===== src/rtl/fib_index_if.sv =====
// fib_index_if: request/result bundle for fib_index_finder.
// The abort signal exists only when FIB_INDEX_ABORT_EN is defined.
interface fib_index_if #(parameter int WIDTH = 32, parameter int IDX_W = 6);
  logic             start;
  logic [WIDTH-1:0] value;
  logic             busy;
  logic             done;
  logic             is_fib;
  logic [IDX_W-1:0] index;
`ifdef FIB_INDEX_ABORT_EN
  logic             abort;
  modport master (output start, value, abort, input busy, done, is_fib, index);
  modport slave  (input start, value, abort, output busy, done, is_fib, index);
`else
  modport master (output start, value, input busy, done, is_fib, index);
  modport slave  (input start, value, output busy, done, is_fib, index);
`endif
endinterface


===== src/rtl/fib_index_finder.sv =====
// fib_index_finder: maps a WIDTH-bit value to its exact (hit) or floor (miss) Fibonacci index.
// Define FIB_INDEX_ABORT_EN to add bus.abort, which cancels a running search without a done pulse.
module fib_index_finder #(
  parameter int WIDTH = 32,
  parameter int IDX_W = 6
) (
  input logic        clock,
  input logic        rst,
  fib_index_if.slave bus
);
  typedef enum logic {IDLE, SEARCH} state_t;
  state_t           state, state_n;
  logic [WIDTH-1:0] prev, cur, target, prev_n, cur_n, target_n;
  logic [IDX_W-1:0] idx, idx_n, index_q, index_n;
  logic             busy_q, busy_n, done_q, done_n, fib_q, fib_n;
  logic [WIDTH:0]   sum;
  logic             abort_req;
`ifdef FIB_INDEX_ABORT_EN
  assign abort_req = bus.abort;
`else
  assign abort_req = 1'b0;
`endif
  // carry bit flags that the next term no longer fits in WIDTH bits
  assign sum = {1'b0, cur} + {1'b0, prev};
  always_ff @(posedge clock or negedge rst) begin
    if (!rst) begin
      state   <= IDLE;
      prev    <= '0;
      cur     <= '0;
      target  <= '0;
      idx     <= '0;
      busy_q  <= 1'b0;
      done_q  <= 1'b0;
      fib_q   <= 1'b0;
      index_q <= '0;
    end else begin
      state   <= state_n;
      prev    <= prev_n;
      cur     <= cur_n;
      target  <= target_n;
      idx     <= idx_n;
      busy_q  <= busy_n;
      done_q  <= done_n;
      fib_q   <= fib_n;
      index_q <= index_n;
    end
  end
  always_comb begin
    state_n  = state;
    prev_n   = prev;
    cur_n    = cur;
    target_n = target;
    idx_n    = idx;
    busy_n   = busy_q;
    done_n   = 1'b0;
    fib_n    = fib_q;
    index_n  = index_q;
    if (state == IDLE) begin
      if (bus.start) begin
        target_n = bus.value;
        prev_n   = '0;
        cur_n    = WIDTH'(1);
        idx_n    = IDX_W'(1);
        if (bus.value == '0) begin
          done_n  = 1'b1;
          fib_n   = 1'b1;
          index_n = '0;
        end else begin
          state_n = SEARCH;
          busy_n  = 1'b1;
        end
      end
    end else if (abort_req) begin
      state_n = IDLE;
      busy_n  = 1'b0;
    end else if (cur == target) begin
      state_n = IDLE;
      busy_n  = 1'b0;
      done_n  = 1'b1;
      fib_n   = 1'b1;
      index_n = idx;
    end else if (cur > target) begin
      state_n = IDLE;
      busy_n  = 1'b0;
      done_n  = 1'b1;
      fib_n   = 1'b0;
      index_n = idx - IDX_W'(1);
    end else if (sum[WIDTH]) begin
      state_n = IDLE;
      busy_n  = 1'b0;
      done_n  = 1'b1;
      fib_n   = 1'b0;
      index_n = idx;
    end else begin
      prev_n = cur;
      cur_n  = sum[WIDTH-1:0];
      idx_n  = idx + IDX_W'(1);
    end
  end
  assign bus.busy   = busy_q;
  assign bus.done   = done_q;
  assign bus.is_fib = fib_q;
  assign bus.index  = index_q;
endmodule


===== src/flat_wrapper.sv =====
// flat-port wrapper written by rule: the top's interface ports become plain ports
module fib_index_finder_flat 
#(
  parameter int WIDTH = 32,
  parameter int IDX_W = 6
)
  (clock, rst, bus_start, bus_value, bus_busy, bus_done, bus_is_fib, bus_index);
  fib_index_if #(.WIDTH(WIDTH), .IDX_W(IDX_W)) bus_i ();
  input logic clock;
  input logic rst;
  input wire logic [$bits(bus_i.start)-1:0] bus_start;
  input wire logic [$bits(bus_i.value)-1:0] bus_value;
  output wire logic [$bits(bus_i.busy)-1:0] bus_busy;
  output wire logic [$bits(bus_i.done)-1:0] bus_done;
  output wire logic [$bits(bus_i.is_fib)-1:0] bus_is_fib;
  output wire logic [$bits(bus_i.index)-1:0] bus_index;
  assign bus_i.start = bus_start;
  assign bus_i.value = bus_value;
  assign bus_busy = bus_i.busy;
  assign bus_done = bus_i.done;
  assign bus_is_fib = bus_i.is_fib;
  assign bus_index = bus_i.index;
  fib_index_finder #(.WIDTH(WIDTH), .IDX_W(IDX_W)) u_core (.clock(clock), .rst(rst), .bus(bus_i));
endmodule

===== config.mk =====
export PLATFORM = sky130hd
export DESIGN_NAME = fib_index_finder_flat
export DESIGN_NICKNAME = d
export VERILOG_FILES = /design/src/rtl/fib_index_if.sv /design/src/rtl/fib_index_finder.sv /design/src/flat_wrapper.sv
export SDC_FILE = /design/constraint.sdc
export NUM_CORES = 1
export LEC_CHECK = 0
export ABC_CLOCK_PERIOD_IN_PS = 3410
export CAP_MARGIN = 20
export CORE_MARGIN = 4
export CORE_UTILIZATION = 40
export CTS_BUF_LIST = sky130_fd_sc_hd__clkbuf_2 sky130_fd_sc_hd__clkbuf_4 sky130_fd_sc_hd__clkbuf_8
export DETAILED_ROUTE_END_ITERATION = 6
export PLACE_DENSITY_LB_ADDON = 0.2
export SLEW_MARGIN = 15
export SYNTH_ARGS = -nofsm -noshare
export SYNTH_HDL_FRONTEND = slang
export SYNTH_SLANG_ARGS = --single-unit

===== constraint.sdc =====
create_clock -name clock -period 3.41 [get_ports clock]
set_input_delay 0.341 -clock clock [delete_from_list [all_inputs] [get_ports clock]]
set_output_delay 0.341 -clock clock [all_outputs]
set_load 0.005 [all_outputs]

==> impl_metrics.json, run 1 <==
{
  "num_rows": 47,
  "skew_ns": 0.0168,
  "period_needed_ns": 3.19,
  "maxCapViolCount": 0,
  "clk_path_buf_depth": 2,
  "dp.final_hpwl_um": 12500,
  "drcViolationCount": 0,
  "grt_pass1_wl_um": 27700,
  "io_pins": 44,
  "ys_ff_latch": 112,
  "synth_area_leaders": "dfrtp_1 (40%), ha_1 (12%), nand2_1 (7.6%)",
  "fillerInstances": 1598,
  "cts-root-buf": "clkbuf_8",
  "syn_inst": 789,
  "ctsHoldBuffers": 0,
  "place_inst": 1035,
  "worstPathArrival_ns": 3.47,
  "die_y_um": 140,
  "cts_tree": "yes",
  "path_buf_inv": 2,
  "synth_area_um2": 6930,
  "setup_viol": 0,
  "path_cells": "ha_1 -> fa_1 -> a211oi_2 -> o211ai_2 -> a311oi_2 -> o2111ai_2 -> a31oi_4 -> o2111ai_4 -> buf_2 -> buf_4 -> nand3_1 -> o211ai_1",
  "grt_usage_pct": 17.2,
  "ys_async_sr_fraction_pct": 100,
  "drive_gt1_share_pct": 6.84,
  "diodes": 0,
  "wl_per_cell_um": 15.6,
  "hold_class": "in2async",
  "setup_tns_ns": 0,
  "synthFlopType": "dfrtp_1",
  "yosysWarningCount": 0,
  "ff_latch_area_um2": 2800,
  "worst_pin_slew_ns": 0.815,
  "critPathMaxStageDelay_ns": 0.44,
  "placed_cell_area_um2": 7680,
  "hold_viol": 0,
  "path_clk_slew_ns": 0.11,
  "ant_nets": 0,
  "peakVddDrop_uv": 419,
  "netlist.area_leader.share_pct": 40.4,
  "gr-total-overflow": 0,
  "start_util_pct": 41.4,
  "relSlewSlack_pct": 45.6,
  "final_area_um2": 7880,
  "clock_sink_count": 112,
  "clk_latency_ns": 0.40,
  "dr.first_iter.drc_count": 448,
  "final_cells": 1053,
  "worst_slack_ns": 0.223,
  "critPathLaunchType": "register",
  "avgSynthCellArea_um2": 8.79,
  "worst_ep_required_time_ns": 3.69,
  "numCtsBuffers": 9,
  "dieArea_um2": 19500,
  "end_kind": "register",
  "rsz0062_at_grt": "false",
  "syn_to_final_growth_pct": 13.7,
  "fmax_ghz": 0.314,
  "dr.pass1.iters": 4,
  "yosysTopAreaCell": "dfrtp_1",
  "first_global_vias": 5530,
  "yosysSeqAreaShare_pct": 40.4,
  "preCtsSetupSlack_ns": 0.139,
  "synth_cell_types": 59,
  "path_class": "reg2reg",
  "ctsHtreeMaxLevel": 3,
  "vias": 5743,
  "finalPower_mw": 6.99,
  "synth_edf_count": 0,
  "antenna_found_initial": 0,
  "fin_crit_sh_pct": 93.5,
  "synthesis.nets": 891,
  "viasPerCell": 5.45,
  "drt_wl_total_um": 16400,
  "grt_max_degree": 64,
  "fin_nets": 930,
  "gp_congestion": 0.838,
  "numPortBuffers": 43,
  "crit_fanout": 8,
  "critPathSlowestCell": "fa_1",
  "drv_slew": 0,
  "fp.dieW_um": 140,
  "power_density_nw_per_um2": 887,
  "multi_input_area_um2": 3840,
  "status": "complete, no violations",
  "power.leakage_nw": 3.77,
  "coreArea_um2": 16800,
  "cpLargestDelayFamily": "compound AO/OA/AOI/OAI gates"
}
-- cells in the mapped netlist (3+ instances only) --
library cell and number:
a21boi_0 3, nor2_1 13, nor2b_1 5, xor2_1 16, nand4_1 15, a221oi_1 3
and4_1 4, dfrtp_1 112, a211oi_1 3, inv_1 42, a21oi_1 46, o211ai_1 8
ha_1 66, clkbuf_1 21, or3_1 4, o21ai_0 80, nand3_1 83, o21a_1 7
nand2b_1 6, xnor2_1 16, nor4_1 8, buf_1 5, mux2i_1 9, buf_2 11
nand2_1 140, nor3_1 6, and2_1 4, and3_1 4, a21o_1 13
-- worst register-to-register path, cell delays in order, from the launching register on --
cell and delay (ns):
dfrtp_1 0.40, ha_1 0.23, fa_1 0.44, a211oi_2 0.25, o211ai_2 0.14, a311oi_2 0.32
o2111ai_2 0.22, a31oi_4 0.28, o2111ai_4 0.24, buf_2 0.24, buf_4 0.14, nand3_1 0.07
o211ai_1 0.10
-- layout make-up --
type | count | share of cell area (%)
Clock buffer | 11 | 1.84
Clock inverter | 5 | 0.476
Inverter | 42 | 2.00
Multi-Input combinational cell | 598 | 48.7
Sequential cell | 112 | 35.5
Tap cell | 220 | 3.49
Timing Repair Buffer | 65 | 7.90
-- repair_timing --
item,in CTS,in global routing
setup buffers,0,2
resized for setup,0,2
hold endpoints to repair,0,0
setup endpoints to repair,0,29
-- registers in the layout, indices dropped and copies added, names as in the netlist --
name,cells
u_core.cur,32
u_core.prev,32
u_core.target,32
u_core.bus.index,6
u_core.idx,6
u_core.bus.busy,1
u_core.bus.done,1
u_core.bus.is_fib,1
u_core.state,1
-- cells in the final DEF (no fill, tap or decap), types with 3 or more instances in the layout --
master,instances
ha_1,66
inv_1,42
nand2_1,140
o211ai_1,8
a21boi_0,3
a211oi_1,3
xnor2_1,16
nor2_1,13
buf_4,18
and2_1,4
nand2b_1,5
nand4_1,15
o21a_1,7
nor3_1,6
nor4_1,8
nor2b_1,4
and3_1,4
a21oi_1,46
a221oi_1,3
xor2_1,16
or3_1,4
dfrtp_1,112
nand3_1,83
and4_1,4
mux2i_1,9
clkdlybuf4s50_1,42
clkbuf_8,10
a21o_1,13
o21ai_0,80
-- through the flow --
| stage | hold WS (ns) | util [%] |
|---|---|---|
| floorplan | 0.0454 | - |
| global placement | 0.476 | 45.8 |
| detailed placement | 0.479 | 45.8 |
| CTS | 0.0468 | 46.9 |
| global route | 0.0696 | 47.0 |
| finish | 0.0237 | 47.0 |
-- cell families (layout without fill, tap and decap cells) --
logic type               after synthesis  count (layout)  share of synthesized area, %
AND/OR/NAND/NOR                      298             298                          20.1
flip-flops                           112             112                          40.4
buffers and inverters                 79             123                          4.47
adder cells (fa/ha/maj)               67              67                          12.2
multiplexers                           9               9                          1.30
XOR/XNOR                              32              32                          4.04
AO/OA/AOI/OAI                        192             192                          17.4
-- routing by layer --
| metal | track usage [%] | vias to the layer above | routed length, um |
|---|---|---|---|
| li1 | - | 2864 | - |
| met1 | 24.7 | 2768 | 8030 |
| met2 | 27.1 | 96 | 7560 |
| met3 | 3.43 | 15 | 584 |
| met4 | 4.08 | 0 | 207 |
| met5 | 0 | - | 0 |
-- final timing paths --
| check | startpoint | endpoint | slack [ns] | cells past startpoint |
|---|---|---|---|---|
| max | u_core.cur[0]$_DFFE_PN0P_ | u_core.cur[31]$_DFFE_PN0P_ | 0.22 | 12 |
| min | rst | u_core.target[5]$_DFFE_PN0P_ | 0.02 | 1 |
| max reg2reg | u_core.cur[0]$_DFFE_PN0P_ | u_core.cur[31]$_DFFE_PN0P_ | 0.22 | 12 |
| min reg2reg | u_core.target[0]$_DFFE_PN0P_ | u_core.target[0]$_DFFE_PN0P_ | 0.50 | 2 |
| max in group asynchronous | rst | u_core.cur[15]$_DFFE_PN0P_ | 2.53 | 2 |
| min in group clock | u_core.target[0]$_DFFE_PN0P_ | u_core.target[0]$_DFFE_PN0P_ | 0.50 | 2 |
-- where the power goes --
group	switching (mW)	internal, mW	total, mW
clock network	0.480	0.299	0.779
logic	2.35	1.59	3.94
registers	0.379	1.89	2.27
No activity file was read; power rests on OpenSTA's default activity.
==> inputs of run 2 (changes only) <==
- CAP_MARGIN: 20 -> default
- GPL_ROUTABILITY_DRIVEN: default -> 0
==> results of run 2 <==
No change in the layout: final DEF, timing and power equal those of run 1.
==> inputs of run 3 (changes only) <==
- CAP_MARGIN: default -> 20
==> results of run 3 <==
No change in the layout: final DEF, timing and power equal those of run 1.
